<file path="config.mk">
export PLATFORM = sky130hd
export DESIGN_NAME = ifetch
export DESIGN_NICKNAME = d
export VERILOG_FILES = /design/src/rtl/ifetch.sv
export SDC_FILE = /design/constraint.sdc
export NUM_CORES = 1
export LEC_CHECK = 0
export BUFFER_PORTS_ARGS = -buffer_cell sky130_fd_sc_hd__buf_2
export CORE_ASPECT_RATIO = 1.4
export CORE_UTILIZATION = 52
export DETAILED_ROUTE_END_ITERATION = 8
export HOLD_SLACK_MARGIN = 0.1
export PLACE_DENSITY = 0.92
export SYNTH_ARGS = -nofsm -noshare
export SYNTH_HDL_FRONTEND = slang
export SYNTH_SLANG_ARGS = --single-unit
</file>
<file path="constraint.sdc">
create_clock -name clk -period 3.25 [get_ports clk]
set_input_delay 0.1625 -clock clk [delete_from_list [all_inputs] [get_ports clk]]
set_output_delay 0.1625 -clock clk [all_outputs]
set_load 0.05 [all_outputs]
</file>
<file path="src/rtl/ifetch.sv">
// Instruction fetch unit: one outstanding imem read, holds the fetched word until retired, then steers pc to npc.
// Optional MISALIGN_CHK_EN halts on a misaligned next-PC and raises the sticky fetch_err.
module ifetch #(
    parameter logic [31:0] RESET_PC = 32'h0000_0000
) (
    input  logic        clk,
    input  logic        rst,
    input  logic [1:0]  npc_op,
    input  logic [31:0] imm,
    input  logic [31:0] rs1,
    input  logic        br_taken,
    output logic        imem_req,
    output logic [31:0] imem_addr,
    input  logic        imem_ack,
    input  logic [31:0] imem_rdata,
    output logic [31:0] inst,
    output logic        inst_valid,
    input  logic        inst_ready,
    output logic [31:0] pc,
    output logic [31:0] pc4,
    output logic        fetch_err
);

    typedef enum logic [1:0] {
        IDLE  = 2'd0,
        FETCH = 2'd1,
        VALID = 2'd2,
        HALT  = 2'd3
    } state_t;

    localparam logic [1:0] OP_SEQ  = 2'b00;
    localparam logic [1:0] OP_BR   = 2'b01;
    localparam logic [1:0] OP_JAL  = 2'b10;
    localparam logic [1:0] OP_JALR = 2'b11;

    state_t      state_q, state_d;
    logic [31:0] pc_q, pc_d;
    logic [31:0] inst_q, inst_d;
    logic [31:0] npc;
    logic [31:0] seq_pc;
    logic [31:0] rel_pc;
    logic [31:0] reg_pc;

    assign seq_pc = pc_q + 32'd4;
    assign rel_pc = pc_q + imm;
    assign reg_pc = rs1 + imm;

    // npc is only consumed on the retiring edge, so the operand inputs are effectively sampled there.
    always_comb begin
        npc = seq_pc;
        case (npc_op)
            OP_SEQ:  npc = seq_pc;
            OP_BR:   npc = br_taken ? rel_pc : seq_pc;
            OP_JAL:  npc = rel_pc;
            OP_JALR: npc = {reg_pc[31:1], 1'b0};
            default: npc = seq_pc;
        endcase
    end

`ifdef MISALIGN_CHK_EN
    logic err_q, err_d;
    logic npc_misaligned;

    assign npc_misaligned = (npc[1:0] != 2'b00);
`endif

    always_comb begin
        state_d = state_q;
        pc_d    = pc_q;
        inst_d  = inst_q;
`ifdef MISALIGN_CHK_EN
        err_d   = err_q;
`endif
        case (state_q)
            IDLE: state_d = FETCH;
            FETCH: begin
                if (imem_ack) begin
                    inst_d  = imem_rdata;
                    state_d = VALID;
                end
            end
            VALID: begin
                if (inst_ready) begin
`ifdef MISALIGN_CHK_EN
                    // A bad target freezes pc at the offending instruction for debug.
                    if (npc_misaligned) begin
                        err_d   = 1'b1;
                        state_d = HALT;
                    end else begin
                        pc_d    = npc;
                        state_d = FETCH;
                    end
`else
                    pc_d    = npc;
                    state_d = FETCH;
`endif
                end
            end
            HALT:    state_d = HALT;
            default: state_d = IDLE;
        endcase
    end

    always_ff @(posedge clk or posedge rst) begin
        if (rst) begin
            state_q <= IDLE;
            pc_q    <= RESET_PC;
            inst_q  <= 32'h0;
        end else begin
            state_q <= state_d;
            pc_q    <= pc_d;
            inst_q  <= inst_d;
        end
    end

`ifdef MISALIGN_CHK_EN
    always_ff @(posedge clk or posedge rst) begin
        if (rst) err_q <= 1'b0;
        else     err_q <= err_d;
    end

    assign fetch_err = err_q;
`else
    assign fetch_err = 1'b0;
`endif

    // Request and valid are pure state decodes, so reset drops them immediately.
    assign imem_req   = (state_q == FETCH);
    assign imem_addr  = pc_q;
    assign inst_valid = (state_q == VALID);
    assign inst       = inst_q;
    assign pc         = pc_q;
    assign pc4        = seq_pc;

endmodule

</file>
* Yosys cells after proc, flatten, opt, wreduce, memory -nomap -nowiden
Index checks and enable logic that the tools add are counted.
** Storage, ports and cells
- Register bits after elaboration :: 66
- Latch bits :: 0
- RAM bits :: 0
- Bits in read-only memories :: 0
- Output and inout port bits :: 131
- Memories :: 0
** Operators by class
- Add/subtract/negate cells :: 3
- $mul :: 0
- Divide/modulo/power cells :: 0
- Magnitude comparators :: 0
- Equal/unequal tests :: 8
- Shift-type cells :: 0
- Muxes and demuxes :: 5
- Bitwise logic cells :: 0
- Reductions and logical operators :: 5
** Operator list (number)
- $pmux W32 S4 :: 1
- $add A32 B32 Y32 :: 2
- $add A32 B3 Y32 const B :: 1
- $mux W32 :: 1
- $eq A2 B2 Y1 const B :: 4
- $pmux W2 S4 :: 1
- $reduce_and A2 Y1 :: 3
- $eq A2 B1 Y1 const B :: 2
- $logic_not A2 Y1 :: 2
- $mux W2 :: 2
- $ne A2 B1 Y1 const B :: 2

* Longest topological paths before layout
Gate-level depths: netlist of the first run.
- Depth after elaboration :: 3
- Gate-level depth with buffers :: 12
- Depth with buffers taken out :: 12

* Worst setup path after synthesis of the first run
Ideal clock, no wire load.
- Path type :: register to register
- From :: register pc_q[11] (netlist: imem_addr[11])
- To :: register pc_q[24] (netlist: imem_addr[24])
- Setup time :: 0.065 ns
- Arrival :: 3.140 ns
- Slack :: 0.045 ns
- Cell stages (with the launch flop) :: 10
- Buffers on the path :: 0
- Period minus slack after synthesis :: 3.205 ns
- Cells stage by stage :: dfrtp_1 -> and4_1 -> nand3_1 -> nor3_2 -> nand2_1 -> nor3_2 -> xor2_1 -> mux2i_1 -> o21ai_0 -> o21a_1
** On the way
- Word-level cells in the longest chain between the ends :: 3
- Elaborated cells between the ends (all ways) :: 4
- Those cells by class :: add/sub (2); mux (2)
** Ends and longest elaborated chain
- from (decl) :: RTL line 37 : logic [31:0] pc_q, pc_d;
- from (signal assigned) :: RTL line 111 : pc_q <= pc_d;
- $add A32 B3 Y32 * :: RTL line 44 : assign seq_pc = pc_q + 32'd4;
- named net pc4[24] :: RTL line 20 : output logic [31:0] pc4,
- $mux W32 :: RTL line 53 : OP_BR: npc = br_taken ? rel_pc : seq_pc;
- $pmux W32 S4 * :: RTL line 51 : case (npc_op)
The timed path passes the listed nets; every way through them passes the cells marked *.
A chain may end at the register's enable or synchronous reset.

* Worst setup path after layout of the first run
- From :: register pc_q[11] (netlist: imem_addr[11])
- To :: output port pc4[27]
** On the way
- Word-level cells in the longest chain between the ends :: 1
** Ends and longest elaborated chain (RTL line)
- $add A32 B3 Y32 :: 44
- to (decl) :: 20
Every way passes these cells.

==> results by group, run 1 <==
Final layout
  • Non-Filler Instances: between 1000 and 1500
  • Area grow syn2layout: 26.4%
  • Layout cells sized above 1: 0.294
  • Design area: between 0.008 and 0.009 sq mm
  • Final nets: about 1300

Critical path
  • Reg2reg path depth: 10
  • Critical path class: flip-flop to output port
  • Max Fanout on Critical Path: 10
  • Reg2Reg Launch Point: imem_addr[13]
  • R2R Path End: imem_addr[28]
  • CP cell instances: and4_1 -> nand3_1 -> nor3_4 -> nand2_1 -> nor2_1 -> xor2_1 -> buf_2
  • CP endpoint kind: output port
  • Slowest CP cell: dfrtp_1
  • Worst R2R Setup Slack: 80 ps
  • Data arrival, critical path: slightly above 3000 ps
  • CP max stage delay: between 500 and 600 ps
  • Crit path launch type: flip-flop
  • Worst path required time: 3090 ps

Yosys
  • Synth async-reset ratio: 1.00
  • Synth area leaders: dfrtp_1 (24%), ha_1 (11%), a21oi_1 (5.5%)
  • Seq/Total Area, Yosys: 0.236
  • Mean Syn Cell Area: between 8 and 9 sq um
  • Top cell type's share of synthesized area: 0.236
  • Synth Flop Type: dfrtp_1
  • Synth unique cells: between 60 and 70
  • #FFs+latches synth: between 60 and 70
  • Number of synthesized flops with an enable pin: 0
  • Post-Synthesis Cells: roughly 860
  • Cell with the most instances after synthesis: a21oi_1
  • Top cells by count, synth: a21oi_1 (77), nand2_1 (68), dfrtp_1 (66)
  • Synthesized area: 0.00700 sq mm
  • Post-Syn Nets: between 1000 and 1500
  • YS warnings: 0
  • Cell taking the most area after synthesis: dfrtp_1

STA
  • Slew HR: 0.384
  • Tmin final: ~3200 ps
  • Slew @ Worst Pin: 924 ps
  • Setup violators final: 0
  • Final max-slew violation count: 0
  • Final-report hold violation count: 0
  • Final period util: 0.979
  • Fmax: 314 MHz
  • Setup TNS: 0 ps
  • Clk_skew: 15.9 ps
  • RSZ-0062 raised after global routing: false

Placement
  • Inst Count DP: between 1000 and 1500
  • Routability cong.: approximately 0.97
  • DP Area: between 0.008 and 0.009 sq mm
  • Final HPWL DP: between 15000 and 20000 um
  • Port-buffer cells: 232

Floorplanning
  • Die span in x: about 100 um
  • Cell row count: 49
  • I/O pin count: 234
  • Initial Util: 0.538
  • Die Y: 139 um
  • DIE AREA: 0.0139 sq mm
  • Core area: 0.0130 sq mm

Global route
  • Largest net degree at the start of global routing: 67
  • Total grt overflow: 0
  • First-pass GRT wire length: between 40000 and 50000 um
  • Initial antenna violation count: 4
  • GRT Overall Usage: 0.392
  • Vias in the first global route: around 7900

Drt
  • First-pass iteration count of the detailed router: 9
  • Final wirelength: roughly 27000 um
  • Average wire per cell in the routed design: about 21 um
  • Post-route ant nets: 0
  • Total number of vias: around 8200
  • DR iter-0 viols: about 850
  • Drt drc: 0
  • Drt via density: 6.42

Outcome
  • Outcome: finished, final reports clean

Pwr
  • Leakage dissipation: roughly 4.3 nW
  • Cell Pwr Density: approximately 1100 mW/mm^2
  • VDD IR max: 798 uV

CTS
  • Num Clock Sinks: 66
  • Clock buffer depth: 2
  • Root Buffer: clkbuf_16
  • Cts bufs inserted: 9
  • Register clock-pin slew on the reported worst setup and hold paths: ~70 ps
  • TritonCTS clock tree: built
  • Clk_lat worst skew: 350 ps
  • H-Tree Depth: 3
  • Postcts setup bufs: 0

Run
  • Max-Cap Viols: 0

Min path
  • Hold/Removal Path Class: input port to asynchronous set/reset pin
worst max-delay path: cells and delay by family (launching register included):
kind,cells,cell delay (ps)
flip-flops,1,550
buffers and inverters,1,320
XOR/XNOR,1,280
AND/OR/NAND/NOR,5,1510
stage by stage:
step	power [mW]	setup slack (ps)	hold WS (ps)	util
final	9.91	67.7	89.0	0.680
after global placement	8.44	186	385	0.631
after floorplan	7.22	45.2	252	-
after CTS	9.65	71.4	120	0.679
after detailed placement	8.59	157	390	0.631
after global routing	10.4	6.13	160	0.680
worst max path at each step:
stage | startpoint | endpoint | slack (ps)
finish | imem_addr[11] | pc4[27] | 70
global route | imem_addr[11] | pc4[31] | 6
CTS | imem_addr[11] | pc4[31] | 70
detailed placement | imem_addr[3] | imem_addr[31] | 160
global placement | imem_addr[2] | imem_addr[31] | 190
floorplan | imem_addr[11] | imem_addr[24] | 50
metal layers:
metal	GRT usage	routed length, um
met1	0.421	8950
met2	0.626	12400
met3	0.160	3140
met4	0.265	2210
met5	0	0
state kept, by name (all words and copies together) (netlist names):
signal	cells
state_q	2
imem_addr	32
inst	32
cells in the final DEF (no fill, tap or decap), drive strengths merged, types with 10 or more instances in the layout:
master / Yosys / routed
dlygate4sd3: 0 / 33
nand4: 13 / 13
xnor2: 44 / 44
nand2: 69 / 69
a31oi: 13 / 13
nand3: 28 / 28
ha: 62 / 62
nor2b: 11 / 11
mux2: 32 / 32
nor2: 56 / 56
inv: 35 / 37
and3: 14 / 14
nor3: 18 / 18
a21oi: 77 / 77
o21ai: 61 / 61
dfrtp: 66 / 66
a21o: 23 / 23
a221oi: 18 / 18
buf: 37 / 258
a211oi: 10 / 10
xor2: 28 / 28
cell families after synthesis:
kind of cell               share of synthesized area
muxes                                         0.0629
other                                       0.000536
DFF                                            0.236
AOI/OAI and AO/OA                              0.248
xor gates and xnor gates                      0.0901
and+or+nand+nor                                0.172
adders and majority gates                      0.117
buffers and inverters                         0.0738
power breakdown:
group	switching (mW)	total, mW	internal [mW]
logic	5.06	7.11	2.05
clock network	0.440	1.04	0.602
registers	0.538	1.76	1.22
what timing repair did:
item	CTS	global route
setup endpoints to repair	0	5
gates resized for setup	0	4
endpoints found under the hold margin	33	0
hold buffers	33	0
cell type report:
class,instances,area [sq um]
multi-input cells,691,4840
diodes,2,5.00
fillers,1046,4150
inverters,35,131
flip-flops and latches,66,1650
well taps,178,223
repair buffers,291,1690
clock buffers,9,225
clock inverters,7,77.6
Note: power is estimated with default switching activity, not from simulation.
==> inputs of run 2 (changes only) <==
Settings changed: CORE_UTILIZATION 52 to 53, CTS_BUF_LIST set to sky130_fd_sc_hd__clkbuf_8, PLACE_DENSITY 0.92 to 0.93.
==> run 2 against run 1 <==
Clock power is 26% lower. Via count rose by 0.51%. Fmax increased by 0.62%. Clock skew is 1.3 ps higher. Flip-flop and latch count unchanged. Sequential power down 2%. Hold slack improved by 91 ps. Largest cell class unchanged.
==> results by group, run 2 (synthesis results as in run 1) <==
Min path
  • Worst Hold End: imem_addr[0]
  • Hold/Removal Path Class: input port to flip-flop
  • Hold Crit Start: imm[0]
  • Worst Hold Depth: 4

STA
  • Slew @ Worst Pin: just under 900 ps
  • Setup TNS: 0 ps
  • Final period util: 0.973
  • Clk_skew: between 15 and 20 ps
  • Tmin final: 3160 ps
  • Slew HR: 0.410
  • Final-report hold violation count: 0
  • RSZ-0062 raised after global routing: false
  • Fmax: around 320 MHz
  • Setup violators final: 0
  • Final max-slew violation count: 0

Final layout
  • Fill cell count: between 900 and 1000
  • Most frequent cells in the layout: buf_2 (232), a21oi_1 (76), nand2_1 (68)
  • Layout cells sized above 1: 0.300
  • Post-layout util: 0.682
  • Area grow syn2layout: 25.5%
  • Sequential cell area: 0.00165 sq mm
  • Commonest non-fill, non-tap cell in the layout: buf_2
  • Final nets: approximately 1300
  • Area occupied by multi-input gates: between 0.004 and 0.005 sq mm

Critical path
  • Crit path from: imem_addr[13]
  • Critical path class: flip-flop to output port
  • CP endpoint kind: output port
  • Worst R2R Setup Slack: 120 ps
  • Crit path launch type: flip-flop
  • Worst path required time: approximately 3100 ps
  • R2R Path End: imem_addr[31]
  • Data arrival, critical path: 3000 ps
  • Reg2reg path depth: 9
  • Max Fanout on Critical Path: 7
  • Reg2Reg Launch Point: imem_addr[15]

Placement
  • Final HPWL DP: roughly 18000 um
  • Port-buffer cells: 232
  • Routability cong.: ~0.95

CTS
  • Clk_lat worst skew: roughly 380 ps
  • Num Clock Sinks: 66
  • Register clock-pin slew on the reported worst setup and hold paths: 90 ps
  • Cts bufs inserted: 9
  • Postcts setup bufs: 0
  • Root Buffer: clkbuf_8
  • TritonCTS clock tree: built
  • H-Tree Depth: 3
  • Clock buffer depth: 2

Drt
  • Drt via density: ~6.5
  • First-pass iteration count of the detailed router: 6
  • Final wirelength: about 26000 um
  • Post-route ant nets: 0
  • Average wire per cell in the routed design: around 21 um
  • Total number of vias: 8248
  • DR iter-0 viols: about 740
  • Drt drc: 0

Floorplanning
  • I/O pin count: 234
  • Initial Util: 0.544
  • DIE AREA: approximately 0.014 sq mm
  • Die Y: roughly 140 um
  • Core area: 0.0129 sq mm
  • Die span in x: about 100 um
  • Cell row count: just under 50

Pwr
  • VDD IR max: 624 uV
  • Leakage dissipation: about 4.3 nW
  • Cell Pwr Density: 1100 mW/mm^2

Global route
  • Vias in the first global route: 7889
  • First-pass GRT wire length: 39900 um
  • Initial antenna violation count: 2
  • Largest net degree at the start of global routing: 33
  • GRT Overall Usage: 0.381
  • Total grt overflow: 0

Run
  • Max-Cap Viols: 0

Outcome
  • Outcome: finished, final reports clean
[run 2: power by group]
group / internal, mW / leakage [nW] / total [mW] / switching (mW)
logic: 2.08 / 3.42 / 7.19 / 5.12
clock network: 0.360 / 0.0998 / 0.765 / 0.405
registers: 1.22 / 0.788 / 1.72 / 0.503
[run 2: worst max-delay path: stages (launching register included)]
cell,delay [ps]
dfrtp_1,500
and4_1,280
nand3_1,180
nor3_2,410
nand2_1,330
nor3_1,310
xor2_1,280
buf_2,330
[run 2: layout make-up]
class	instances	share of cell area
multi-input cells	691	0.553
inverters	35	0.0150
flip-flops and latches	66	0.188
well taps	153	0.0218
repair buffers	299	0.199
clock inverters	7	0.00883
diodes	1	0.000285
clock buffers	9	0.0141
[run 2: through the flow]
step           instances  setup WS, ps  cell area (sq um)  hold slack (ps)  power (mW)
2_1_floorplan        859          45.2               7000              252        7.22
3_3_place_gp        1209           183               8210              292        8.47
3_5_place_dp        1209          62.6               8210              290        8.62
4_1_cts             1260          22.6               8760              161        9.42
5_1_grt             1261          11.2               8790              187        10.1
6_report            1261          87.2               8790              180        9.68
[run 2: how the worst max path moves through the flow]
| stage | to | cells after the start | slack, ps |
|---|---|---|---|
| after floorplan | imem_addr[24] | 9 | 50 |
| after detailed placement | imem_addr[31] | 10 | 60 |
| final | pc4[31] | 7 | 90 |
| after CTS | imem_addr[31] | 10 | 20 |
| after global placement | imem_addr[31] | 10 | 180 |
| after global routing | pc4[24] | 7 | 10 |
[run 2: repair_timing]
item	4_1_cts	5_1_grt
endpoints found under the setup margin	0	7
endpoints found under the hold margin	64	0
gates resized for setup	0	5
hold buffers	35	0
[run 2: metal layers]
layer,global-route usage,part of all wire,vias up
met4,0.254,0.069,0
li1,-,-,3614
met1,0.410,0.34,3827
met3,0.130,0.11,191
met2,0.638,0.48,616
met5,0,0,-
==> inputs of run 3 (changes only) <==
Settings changed: ABC_AREA set to 1, CORE_UTILIZATION 53 to 40, PLACE_DENSITY 0.93 to 0.73.
==> run 3 against run 2 <==
Critical path depth is 3 higher. Combinational power is 10% higher. Clock skew is 7.8 ps lower. Highest routed layer unchanged. Sequential share of layout area is 3.4 points lower. Register-to-register slack better by 710 ps. Global-route usage is 8.1 points lower.
==> results by group, run 3 <==
Outcome
  • Outcome: finished, final reports clean

Global route
  • Met2 usage: 0.559
  • Grt met1 use: 0.331
  • Largest net degree at the start of global routing: 48
  • GRT Max-Usage Layer: met2
  • Global routing usage on met3: 0.0462
  • Total grt overflow: 0
  • Initial antenna violation count: 0
  • GRT Overall Usage: 0.300
  • First-pass GRT wire length: approximately 52000 um
  • Vias in the first global route: 9801

Floorplanning
  • Cell row count: 64
  • Initial Util: 0.407
  • Die span in x: ~130 um
  • I/O pin count: roughly 230
  • Die Y: 179 um
  • Core area: roughly 0.022 sq mm
  • DIE AREA: around 0.023 sq mm

Final layout
  • Most frequent cells in the layout: nand2_1 (550), inv_1 (295), buf_2 (232)
  • Commonest non-fill, non-tap cell in the layout: nand2_1
  • Design area: about 0.011 sq mm
  • Area grow syn2layout: 20.3%
  • Post-layout util: 0.490
  • Inserted Diodes: 0
  • Layout cells sized above 1: 0.182
  • Final nets: between 1500 and 2000
  • Fill cell count: 2340

Drt
  • First-pass iteration count of the detailed router: 5
  • Drt via density: 4.98
  • Drt drc: 0
  • DR iter-0 viols: around 630
  • Post-route ant nets: 0
  • Total number of vias: just over 10000
  • Final wirelength: roughly 34000 um
  • Average wire per cell in the routed design: approximately 16 um

Pwr
  • Cell Pwr Density: a little under 1000 mW/mm^2
  • VDD IR max: ~920 uV
  • Total power: around 10 mW
  • Leakage dissipation: between 6 and 7 nW

CTS
  • Num Clock Sinks: 66
  • H-Tree Depth: 3
  • Clk_lat worst skew: 370 ps
  • Cts bufs inserted: 9
  • Clock buffer depth: 2
  • Root Buffer: clkbuf_8
  • Register clock-pin slew on the reported worst setup and hold paths: 80 ps
  • Postcts setup bufs: 0
  • TritonCTS clock tree: built

Yosys
  • Cell taking the most area after synthesis: nand2_1
  • Synth area leaders: nand2_1 (23%), dfrtp_1 (19%), inv_1 (12%)
  • Synth unique cells: between 40 and 50
  • Synthesized area: just under 0.009 sq mm
  • Post-Syn Nets: ~1700
  • Number of synthesized flops with an enable pin: 0
  • Top cell type's share of synthesized area: 0.232
  • Synth Flop Type: dfrtp_1
  • Seq/Total Area, Yosys: 0.186
  • YS warnings: 0
  • Mean Syn Cell Area: 5.79 sq um
  • Synth async-reset ratio: 1.00
  • Top cells by count, synth: nand2_1 (550), inv_1 (295), nand3_1 (117)
  • Cell with the most instances after synthesis: nand2_1
  • Post-Synthesis Cells: ~1500
  • #FFs+latches synth: between 60 and 70

Critical path
  • Data arrival, critical path: 2660 ps
  • Critical path class: flip-flop to output port
  • Max Fanout on Critical Path: 8
  • R2R Path End: imem_addr[26]
  • Reg2Reg Launch Point: imem_addr[2]
  • CP endpoint kind: output port
  • Reg2reg path depth: 12
  • Crit path from: imem_addr[2]
  • Worst path required time: roughly 3000 ps
  • Worst R2R Setup Slack: slightly above 800 ps
  • Crit path launch type: flip-flop

Min path
  • Hold/Removal Path Class: input port to flip-flop
  • Worst Hold End: state_q[0]
  • Worst Hold Depth: 5
  • Hold Crit Start: inst_ready

STA
  • Slew @ Worst Pin: 1010 ps
  • Final period util: 0.869
  • Tmin final: 2830 ps
  • Final-report hold violation count: 0
  • Slew HR: 0.326
  • Setup TNS: 0 ps
  • Min Hold Slack: roughly 140 ps
  • Clk_skew: roughly 9.5 ps
  • Setup violators final: 0
  • Fmax: 354 MHz
  • RSZ-0062 raised after global routing: false
  • Final max-slew violation count: 0

Placement
  • Final HPWL DP: 27800 um
  • DP Area: slightly above 0.01 sq mm
  • Routability cong.: 1.02
  • Port-buffer cells: 232

Run
  • Max-Cap Viols: 0
==> run 3: cell types whose count changed in the layout (fill, tap and decap cells not counted), sizes merged, moves of 13 or more <==
cell    before  now
nand2       69  558
inv         36  301
nand3       28  118
nor2        56  121
xnor2       44    7
buf        264  241
a21o        23    3
a21oi       77   58
a221oi      18    0
and3        14    0
a31oi       13    0
==> run 3: worst max-delay path: stages (launching register included) <==
cell and delay (ps):
dfrtp_1 510, ha_1 400, nand3_2 160, inv_1 270
nand2_1 270, inv_1 130, nand2_1 60, nand2_1 60
nand2_1 100, inv_1 80, buf_2 260
==> run 3: logic make-up (layout without fill, tap and decap cells) <==
logic type / Yosys count / after routing / synth area share
compound gates: 133 / 133 / 0.0828
xor+xnor: 25 / 25 / 0.0246
fa+ha+maj: 64 / 64 / 0.0916
buf+inv: 354 / 595 / 0.167
flops: 66 / 66 / 0.186
mux: 32 / 32 / 0.0405
other cells: 1 / 1 / 0.000421
simple gates: 861 / 861 / 0.407
==> run 3: cell type report <==
cell class | instances | area, sq um | share of cell area
sequential | 66 | 1650 | 0.154
inverter | 303 | 1140 | 0.106
tap | 297 | 372 | 0.0347
clock inverter | 5 | 53.8 | 0.00503
multi-input combinational | 1116 | 5760 | 0.538
clock buffer | 11 | 151 | 0.0141
timing repair buffer | 276 | 1580 | 0.148
==> run 3: where the power goes <==
group	switching (mW)	internal [mW]	total (mW)
clock	0.341	0.392	0.733
sequential	0.570	1.22	1.79
combinational	5.88	2.06	7.94
total	6.79	3.67	10.5
==> run 3: metal layers <==
metal / wire (um) / up-vias
met5: 0 / -
met4: 1460 / 0
met3: 2180 / 78
met2: 17300 / 405
met1: 13100 / 4656
li1: - / 5195
==> run 3: repair_timing <==
item,CTS,global route
hold buffers,35,0
endpoints found under the hold margin,80,0
resized for setup,0,0
==> run 3: how the worst max path moves through the flow <==
| stage | endpoint | slack [ps] | cells after the start |
|---|---|---|---|
| after CTS | pc4[26] | 550 | 10 |
| after global routing | pc4[26] | 350 | 10 |
| after floorplan | imem_addr[16] | 510 | 11 |
| after detailed placement | imem_addr[27] | 860 | 14 |
| final | pc4[26] | 420 | 10 |
| after global placement | imem_addr[27] | 890 | 14 |
==> run 3: through the flow <==
step	std cells	setup WS, ps
floorplan	1536	508
global placement	2023	894
detailed placement	2023	863
CTS	2074	550
global route	2074	351
finish	2074	425
